==> config.mk <==
export PLATFORM = sky130hd
export DESIGN_NAME = ex_result_stage
export DESIGN_NICKNAME = d
export VERILOG_FILES = /design/src/rtl/ex_result_stage.sv
export SDC_FILE = /design/constraint.sdc
export NUM_CORES = 1
export LEC_CHECK = 0
export CAP_MARGIN = 5
export CORE_MARGIN = 5
export CORE_UTILIZATION = 35
export CTS_CLUSTER_SIZE = 28
export DETAILED_ROUTE_END_ITERATION = 16
export PLACE_DENSITY = 0.71
export SKIP_CTS_REPAIR_TIMING = 1
export SYNTH_ARGS = -nofsm -noshare
export SYNTH_HDL_FRONTEND = slang
export SYNTH_SLANG_ARGS = --single-unit
export TNS_END_PERCENT = 10
==> constraint.sdc <==
create_clock -name clk -period 1.8 [get_ports clk]
set_clock_uncertainty 0.15 [all_clocks]
set_input_delay 0.45 -clock clk [delete_from_list [all_inputs] [get_ports clk]]
set_output_delay 0.45 -clock clk [all_outputs]
set_load 0.02 [all_outputs]
==> src/rtl/ex_result_stage.sv <==
// ex_result_stage: captures ALU results, holds carry/zero/sign flags, resolves branches and hands
// results to writeback over valid/ready. Define EX_SKID_BUF_EN for a two-entry skid buffer.
module ex_result_stage #(
  parameter int DATA_W  = 32,
  parameter int RADDR_W = 5
) (
  input  logic               clk,
  input  logic               rst_n,
  input  logic               in_valid,
  output logic               in_ready,
  input  logic [DATA_W-1:0]  in_result,
  input  logic               in_flag,
  input  logic               in_flag_upd,
  input  logic [RADDR_W-1:0] in_rd,
  input  logic               in_wr_en,
  input  logic [2:0]         in_br_cond,
  input  logic [DATA_W-1:0]  in_br_target,
  input  logic               flush,
  output logic               out_valid,
  input  logic               out_ready,
  output logic [DATA_W-1:0]  out_result,
  output logic [RADDR_W-1:0] out_rd,
  output logic               out_wr_en,
  output logic               carry_q,
  output logic               zero_q,
  output logic               sign_q,
  output logic               br_taken,
  output logic [DATA_W-1:0]  br_target
);

  typedef enum logic [1:0] {
    ST_EMPTY = 2'd0,
    ST_ONE   = 2'd1,
    ST_TWO   = 2'd2
  } buf_state_e;

  buf_state_e         state_r, state_s;
  logic               ready_r;
  logic               out_valid_r;
  logic               accept_s;
  logic               pop_s;
  logic               load_main_s;
  logic               taken_s;
  logic [DATA_W-1:0]  main_result_r;
  logic [RADDR_W-1:0] main_rd_r;
  logic               main_wr_en_r;
  logic               carry_r;
  logic               zero_r;
  logic               sign_r;
  logic               br_taken_r;
  logic [DATA_W-1:0]  br_target_r;
`ifdef EX_SKID_BUF_EN
  logic               load_skid_s;
  logic               shift_s;
  logic [DATA_W-1:0]  skid_result_r;
  logic [RADDR_W-1:0] skid_rd_r;
  logic               skid_wr_en_r;
`endif

  // Carry input is the flag value before this beat's own update.
  function automatic logic branch_taken(input logic [2:0] cond, input logic [DATA_W-1:0] res,
                                        input logic carry);
    logic tk;
    case (cond)
      3'd0:    tk = 1'b0;
      3'd1:    tk = (res == {DATA_W{1'b0}});
      3'd2:    tk = (res != {DATA_W{1'b0}});
      3'd3:    tk = res[DATA_W-1];
      3'd4:    tk = carry;
      3'd5:    tk = ~carry;
      3'd6:    tk = 1'b1;
      default: tk = 1'b0;
    endcase
    return tk;
  endfunction

  assign accept_s = in_valid & in_ready;
  assign pop_s    = out_valid_r & out_ready;
  assign taken_s  = branch_taken(in_br_cond, in_result, carry_r);

`ifdef EX_SKID_BUF_EN
  assign in_ready = ready_r & ~flush;
`else
  assign in_ready = ready_r & ~flush & (~out_valid_r | out_ready);
`endif

  assign out_valid  = out_valid_r;
  assign out_result = main_result_r;
  assign out_rd     = main_rd_r;
  assign out_wr_en  = main_wr_en_r;
  assign carry_q    = carry_r;
  assign zero_q     = zero_r;
  assign sign_q     = sign_r;
  assign br_taken   = br_taken_r;
  assign br_target  = br_target_r;

  // Buffer next-state and entry load controls.
  always_comb begin
    state_s     = state_r;
    load_main_s = 1'b0;
`ifdef EX_SKID_BUF_EN
    load_skid_s = 1'b0;
    shift_s     = 1'b0;
`endif
    if (flush) begin
      state_s = ST_EMPTY;
    end else begin
      case (state_r)
        ST_EMPTY: begin
          if (accept_s) begin
            load_main_s = 1'b1;
            state_s     = ST_ONE;
          end else begin
            state_s = ST_EMPTY;
          end
        end
        ST_ONE: begin
          if (accept_s && pop_s) begin
            load_main_s = 1'b1;
            state_s     = ST_ONE;
          end else if (accept_s) begin
`ifdef EX_SKID_BUF_EN
            load_skid_s = 1'b1;
            state_s     = ST_TWO;
`else
            load_main_s = 1'b1;
            state_s     = ST_ONE;
`endif
          end else if (pop_s) begin
            state_s = ST_EMPTY;
          end else begin
            state_s = ST_ONE;
          end
        end
        ST_TWO: begin
`ifdef EX_SKID_BUF_EN
          if (pop_s) begin
            shift_s = 1'b1;
            state_s = ST_ONE;
          end else begin
            state_s = ST_TWO;
          end
`else
          state_s = ST_EMPTY;
`endif
        end
        default: state_s = ST_EMPTY;
      endcase
    end
  end

  // Buffer state, valid and ready registers; ready stays low through reset.
  always_ff @(posedge clk or negedge rst_n) begin
    if (!rst_n) begin
      state_r     <= ST_EMPTY;
      out_valid_r <= 1'b0;
      ready_r     <= 1'b0;
    end else begin
      state_r     <= state_s;
      out_valid_r <= (state_s != ST_EMPTY);
`ifdef EX_SKID_BUF_EN
      ready_r     <= (state_s != ST_TWO);
`else
      ready_r     <= 1'b1;
`endif
    end
  end

  // Output-facing entry; in skid mode it refills from the skid entry.
  always_ff @(posedge clk or negedge rst_n) begin
    if (!rst_n) begin
      main_result_r <= {DATA_W{1'b0}};
      main_rd_r     <= {RADDR_W{1'b0}};
      main_wr_en_r  <= 1'b0;
    end else if (load_main_s) begin
      main_result_r <= in_result;
      main_rd_r     <= in_rd;
      main_wr_en_r  <= in_wr_en;
`ifdef EX_SKID_BUF_EN
    end else if (shift_s) begin
      main_result_r <= skid_result_r;
      main_rd_r     <= skid_rd_r;
      main_wr_en_r  <= skid_wr_en_r;
`endif
    end else begin
      main_result_r <= main_result_r;
      main_rd_r     <= main_rd_r;
      main_wr_en_r  <= main_wr_en_r;
    end
  end

`ifdef EX_SKID_BUF_EN
  // Skid entry catches the beat accepted while the output is stalled.
  always_ff @(posedge clk or negedge rst_n) begin
    if (!rst_n) begin
      skid_result_r <= {DATA_W{1'b0}};
      skid_rd_r     <= {RADDR_W{1'b0}};
      skid_wr_en_r  <= 1'b0;
    end else if (load_skid_s) begin
      skid_result_r <= in_result;
      skid_rd_r     <= in_rd;
      skid_wr_en_r  <= in_wr_en;
    end else begin
      skid_result_r <= skid_result_r;
      skid_rd_r     <= skid_rd_r;
      skid_wr_en_r  <= skid_wr_en_r;
    end
  end
`endif

  // Architectural flags and the registered branch pulse; flush blocks accept so no pulse follows.
  always_ff @(posedge clk or negedge rst_n) begin
    if (!rst_n) begin
      carry_r     <= 1'b0;
      zero_r      <= 1'b0;
      sign_r      <= 1'b0;
      br_taken_r  <= 1'b0;
      br_target_r <= {DATA_W{1'b0}};
    end else begin
      br_taken_r <= accept_s & taken_s;
      if (accept_s) begin
        zero_r <= (in_result == {DATA_W{1'b0}});
        sign_r <= in_result[DATA_W-1];
        if (in_flag_upd) begin
          carry_r <= in_flag;
        end else begin
          carry_r <= carry_r;
        end
        if (taken_s) begin
          br_target_r <= in_br_target;
        end else begin
          br_target_r <= br_target_r;
        end
      end else begin
        zero_r      <= zero_r;
        sign_r      <= sign_r;
        carry_r     <= carry_r;
        br_target_r <= br_target_r;
      end
    end
  end

endmodule
After elaboration in Yosys (flattened, before gate mapping) --
Index checks and enable logic that the tools add are counted. Widths: inputs -> output; s select.
Word-level totals: register bits after elaboration 78, output and inout port bits 76
Cells by class: bitwise operators 9, equal/unequal tests 7, mux-type cells 11, reductions and logical operators 7
Operator list (count):
- $logic_not 32->1 | 1
- $reduce_bool 32->1 | 1
- $eq 3x3->1 const B | 3
- $mux 1 | 7
- $eq 3x2->1 const B | 2
- $pmux 1 s6 | 1
- $and 1x1->1 | 5
- $pmux 2 s2 | 1
- $reduce_and 2->1 | 2
- $eq 3x1->1 const B | 1
- $not 1->1 | 3
- $eq 2x1->1 const B | 1
- $logic_not 2->1 | 1
- $mux 2 | 1
- $pmux 1 s2 | 1
- $reduce_bool 2->1 | 1
- $logic_and 1x1->1 | 1
- $or 1x1->1 | 1

Logic depth before layout (Yosys ltp) --
depth in word-level cells 9, gate-level depth with buffers 7, mapped depth without buffers 6

Worst setup path before layout --
Ideal clock, no wire load.
kind input-to-reg, from input in_result[0], to register br_target_r[10] (netlist: br_target[10]), arrival 1.933 ns, setup time 0.125 ns, setup slack -0.407 ns, stages on the path 7, required time 1.525 ns, cell sequence nor4_1 > nand2_1 > nor4_4 > nand2_1 > o311ai_2 > buf_6 > mux2_2
On the way: longest elaborated chain between the ends 3, elaborated cells between the ends (all ways) 4
RTL lines:
- start, declared | RTL line 11 | input logic [DATA_W-1:0] in_result,
- $reduce_bool 32->1 or $logic_not 32->1 (tied branches) | RTL line 67, 66
- $pmux 1 s6 * | RTL line 64 | case (cond)
- $reduce_and 2->1 (no source line) *
- end signal, assigned | RTL line 218 | br_target_r <= {DATA_W{1'b0}};
- end signal, assigned | RTL line 230 | br_target_r <= in_br_target;
- end signal, assigned | RTL line 232 | br_target_r <= br_target_r;
- end, declared | RTL line 51 | logic [DATA_W-1:0] br_target_r;
Mark *: on every way between the ends. The rest lies on a longest branch, timed or not. A chain may end at the register's enable or synchronous reset.

Worst setup path after layout --
from input in_result[18], to register br_target_r[6] (netlist: br_target[6])
The elaborated chain is that of the path after synthesis.

==> results.toml <==
[outcome]
status = "complete, but fails checks"
violations = "negative setup slack"

[route]
routed-via-count = 2502
drt_iter0_markers = 66
via_per_inst = 4.52
first_pass_iters = 4
drt-total-wl_mm = 8.87
remaining_drc_errors = 0
antenna_left = 0
avgRoutedWirePerCell_microns = 16.0

[timing]
fmax_mhz = 468
fin_hold_ws_ps = 172
slew_violations = 0
period_share_pct = 119
setup_violations = 34
final.setup.worst_slack_ps = -335
finalHoldViolCount = 0
rsz0062_at_grt = "yes"
post-route-min-period_ps = 2130

[setup_path]
worstPathMaxFanout = 6
cp.required_ps = 1870
endpoint_kind = "register"
worstReg2RegEnd = "br_target[6]"
critPathMaxStageDelay_ps = 330
cp_top_family = "simple AND/OR/NAND/NOR gates"
crit_top_cell = "nor4_4"
rrSetupSlack_ps = -100
ff2ff_path_depth = 8
worstPathCellList = "clkbuf_2 -> nor4_4 -> nand2_2 -> nor4_4 -> buf_4 -> o311ai_4 -> buf_6 -> clkbuf_16 -> mux2_4"
cp-start-kind = "input port"
cp_slowest_cell = "nor4_4"
crit_start = "in_result[18]"
cp-endpoint = "br_target[6]"
path_class = "input port to register"
r2r-start = "out_valid"
critPathArrivalTime_ps = 2200
path_depth = 9
crit_buf_inv = 4

[synth]
netlist.area_leader.share_pct = 64.2
yosys_warnings = 0
syn_area_sq_um = 2960
synthTopCellsByArea = "dfrtp_1 64%, nand2_1 16%, mux2_2 13%, nor4_1 1.7%, buf_6 1.1%"
synth_fp_nets = 346
synth_cell_types = 19
synth_seq_cells = 76
netlist_instances = 266
yosys.area.top_type = "dfrtp_1"
synth.avg_cell_area_sq_um = 11.1
synth-seq-area-share_pct = 64.2

[global_routing]
antenna_found_initial = 0
grt_max_degree = 77
first_global_vias = 2626
grt_usage_pct = 15.9
grt_pass1_wl_mm = 12.7
overflow = 0

[final_layout]
antenna_cells = 0
multi_input_area_sq_um = 1130
nets = 524
area_growth_pct = 82.5
drive_above_1_share_pct = 22.8
final_core_util_pct = 65.8
final-seq-area_sq_um = 1900
fillerInstances = 644
final_cell_mix = "119 x nand2_1, 94 x dlymetal6s2s_1, 76 x dfrtp_1"
final_common_cell = "nand2_1"
finalInstanceArea_sq_um = 5410

[floorplan]
die_w_microns = 102
num_io_pins = 156
initial_core_util_pct = 36.1
core_sq_um = 8220
die_h_microns = 102
dieArea_sq_um = 10400
num_rows = 33

[clock_network]
clk_path_buf_depth = 2
cts_tree = "yes"
cts_root_buf = "clkbuf_8"
clkSinkCount = 76
cts.clk_slew.worst_paths_ps = 70
clkLatencyLatePin_ps = 330
cts_buffers = 9
htreeDepth = 3

[power]
p_leak_nw = 3.45
finalPower_mw = 5.63
power_density_nw_per_um2 = 1040
ir_worst_vdd_uv = 562

[placement]
port_buffers = 155
routabilityCongestion = 0.754
dp_hpwl_mm = 6.28
place_area_sq_um = 4740

[flow_run]
max_cap_violations = 0

[hold_path]
hold_depth = 3
hp-class = "input port to register"
through the flow:
step | setup slack (ps) | cells | TNS (ps)
floorplan | -407 | 266 | -16460
global placement | -1090 | 531 | -49520
detailed placement | -1110 | 531 | -50670
CTS | -748 | 546 | -33880
global route | -419 | 553 | -12440
finish | -335 | 553 | -9550
worst register-to-register path: stages, from the launching register on:
cell and delay (ps):
dfrtp_1 380, nand2b_1 80, and3b_1 190, nand2_1 100, a21oi_2 150, o311ai_4 120, buf_6 160, clkbuf_16 150
mux2_4 290
synthesized netlist by cell type (all sizes together):
library cell / n
nand2b: 2
and2: 1
a21oi: 1
nor2: 1
o311ai: 1
and3b: 1
dfrtp: 76
nand2: 123
conb: 1
clkbuf: 7
o21ai: 2
mux2: 34
buf: 4
o21bai: 1
nor4: 9
nand3: 1
inv: 1
logic make-up (layout without fill, tap and decap cells):
family / Yosys count / count (layout) / synth area share [%]
AND/OR/NAND/NOR: 138 / 138 / 19.2
flip-flops: 76 / 76 / 64.2
multiplexers: 34 / 34 / 12.9
other: 1 / 1 / 0.127
buffers and inverters: 12 / 194 / 2.28
AO/OA/AOI/OAI: 5 / 5 / 1.31
how the worst min path moves through the flow:
stage                     end  slack [ps]      startpoint
2_1_floorplan        br_taken           4           rst_n
3_3_place_gp        out_rd[1]         310       out_rd[1]
3_5_place_dp   out_result[11]         310  out_result[11]
4_1_cts         out_result[6]         -20           rst_n
5_1_grt        out_result[22]         170   in_result[22]
6_report       out_result[22]         170   in_result[22]
registers in the layout, indices dropped and copies added (netlist names):
register	cells
br_taken	1
br_target	32
carry_q	1
out_rd	5
out_result	32
out_valid	1
out_wr_en	1
ready_r	1
sign_q	1
zero_q	1
layout make-up:
type / instances / share of cell area, %
clock buffers: 10 / 2.54
clock inverters: 5 / 1.85
inverters: 1 / 0.0694
multi-input cells: 178 / 20.9
flip-flops and latches: 76 / 35.2
well taps: 105 / 2.43
repair buffers: 178 / 37.0
routing by layer:
metal,share of wire (%),up-vias,track usage (%)
li1,-,1218,-
met1,39,1187,18.8
met2,52,82,26.6
met3,7.2,15,5.12
met4,2.0,0,6.76
met5,0,-,0
where the power goes:
group	total [mW]	leakage (nW)	internal, mW	switching [mW]
Clock	1.52	0.122	0.946	0.577
Combinational	1.86	2.39	0.944	0.912
Sequential	2.25	0.937	2.08	0.176
(Power assumes the default switching activity.)
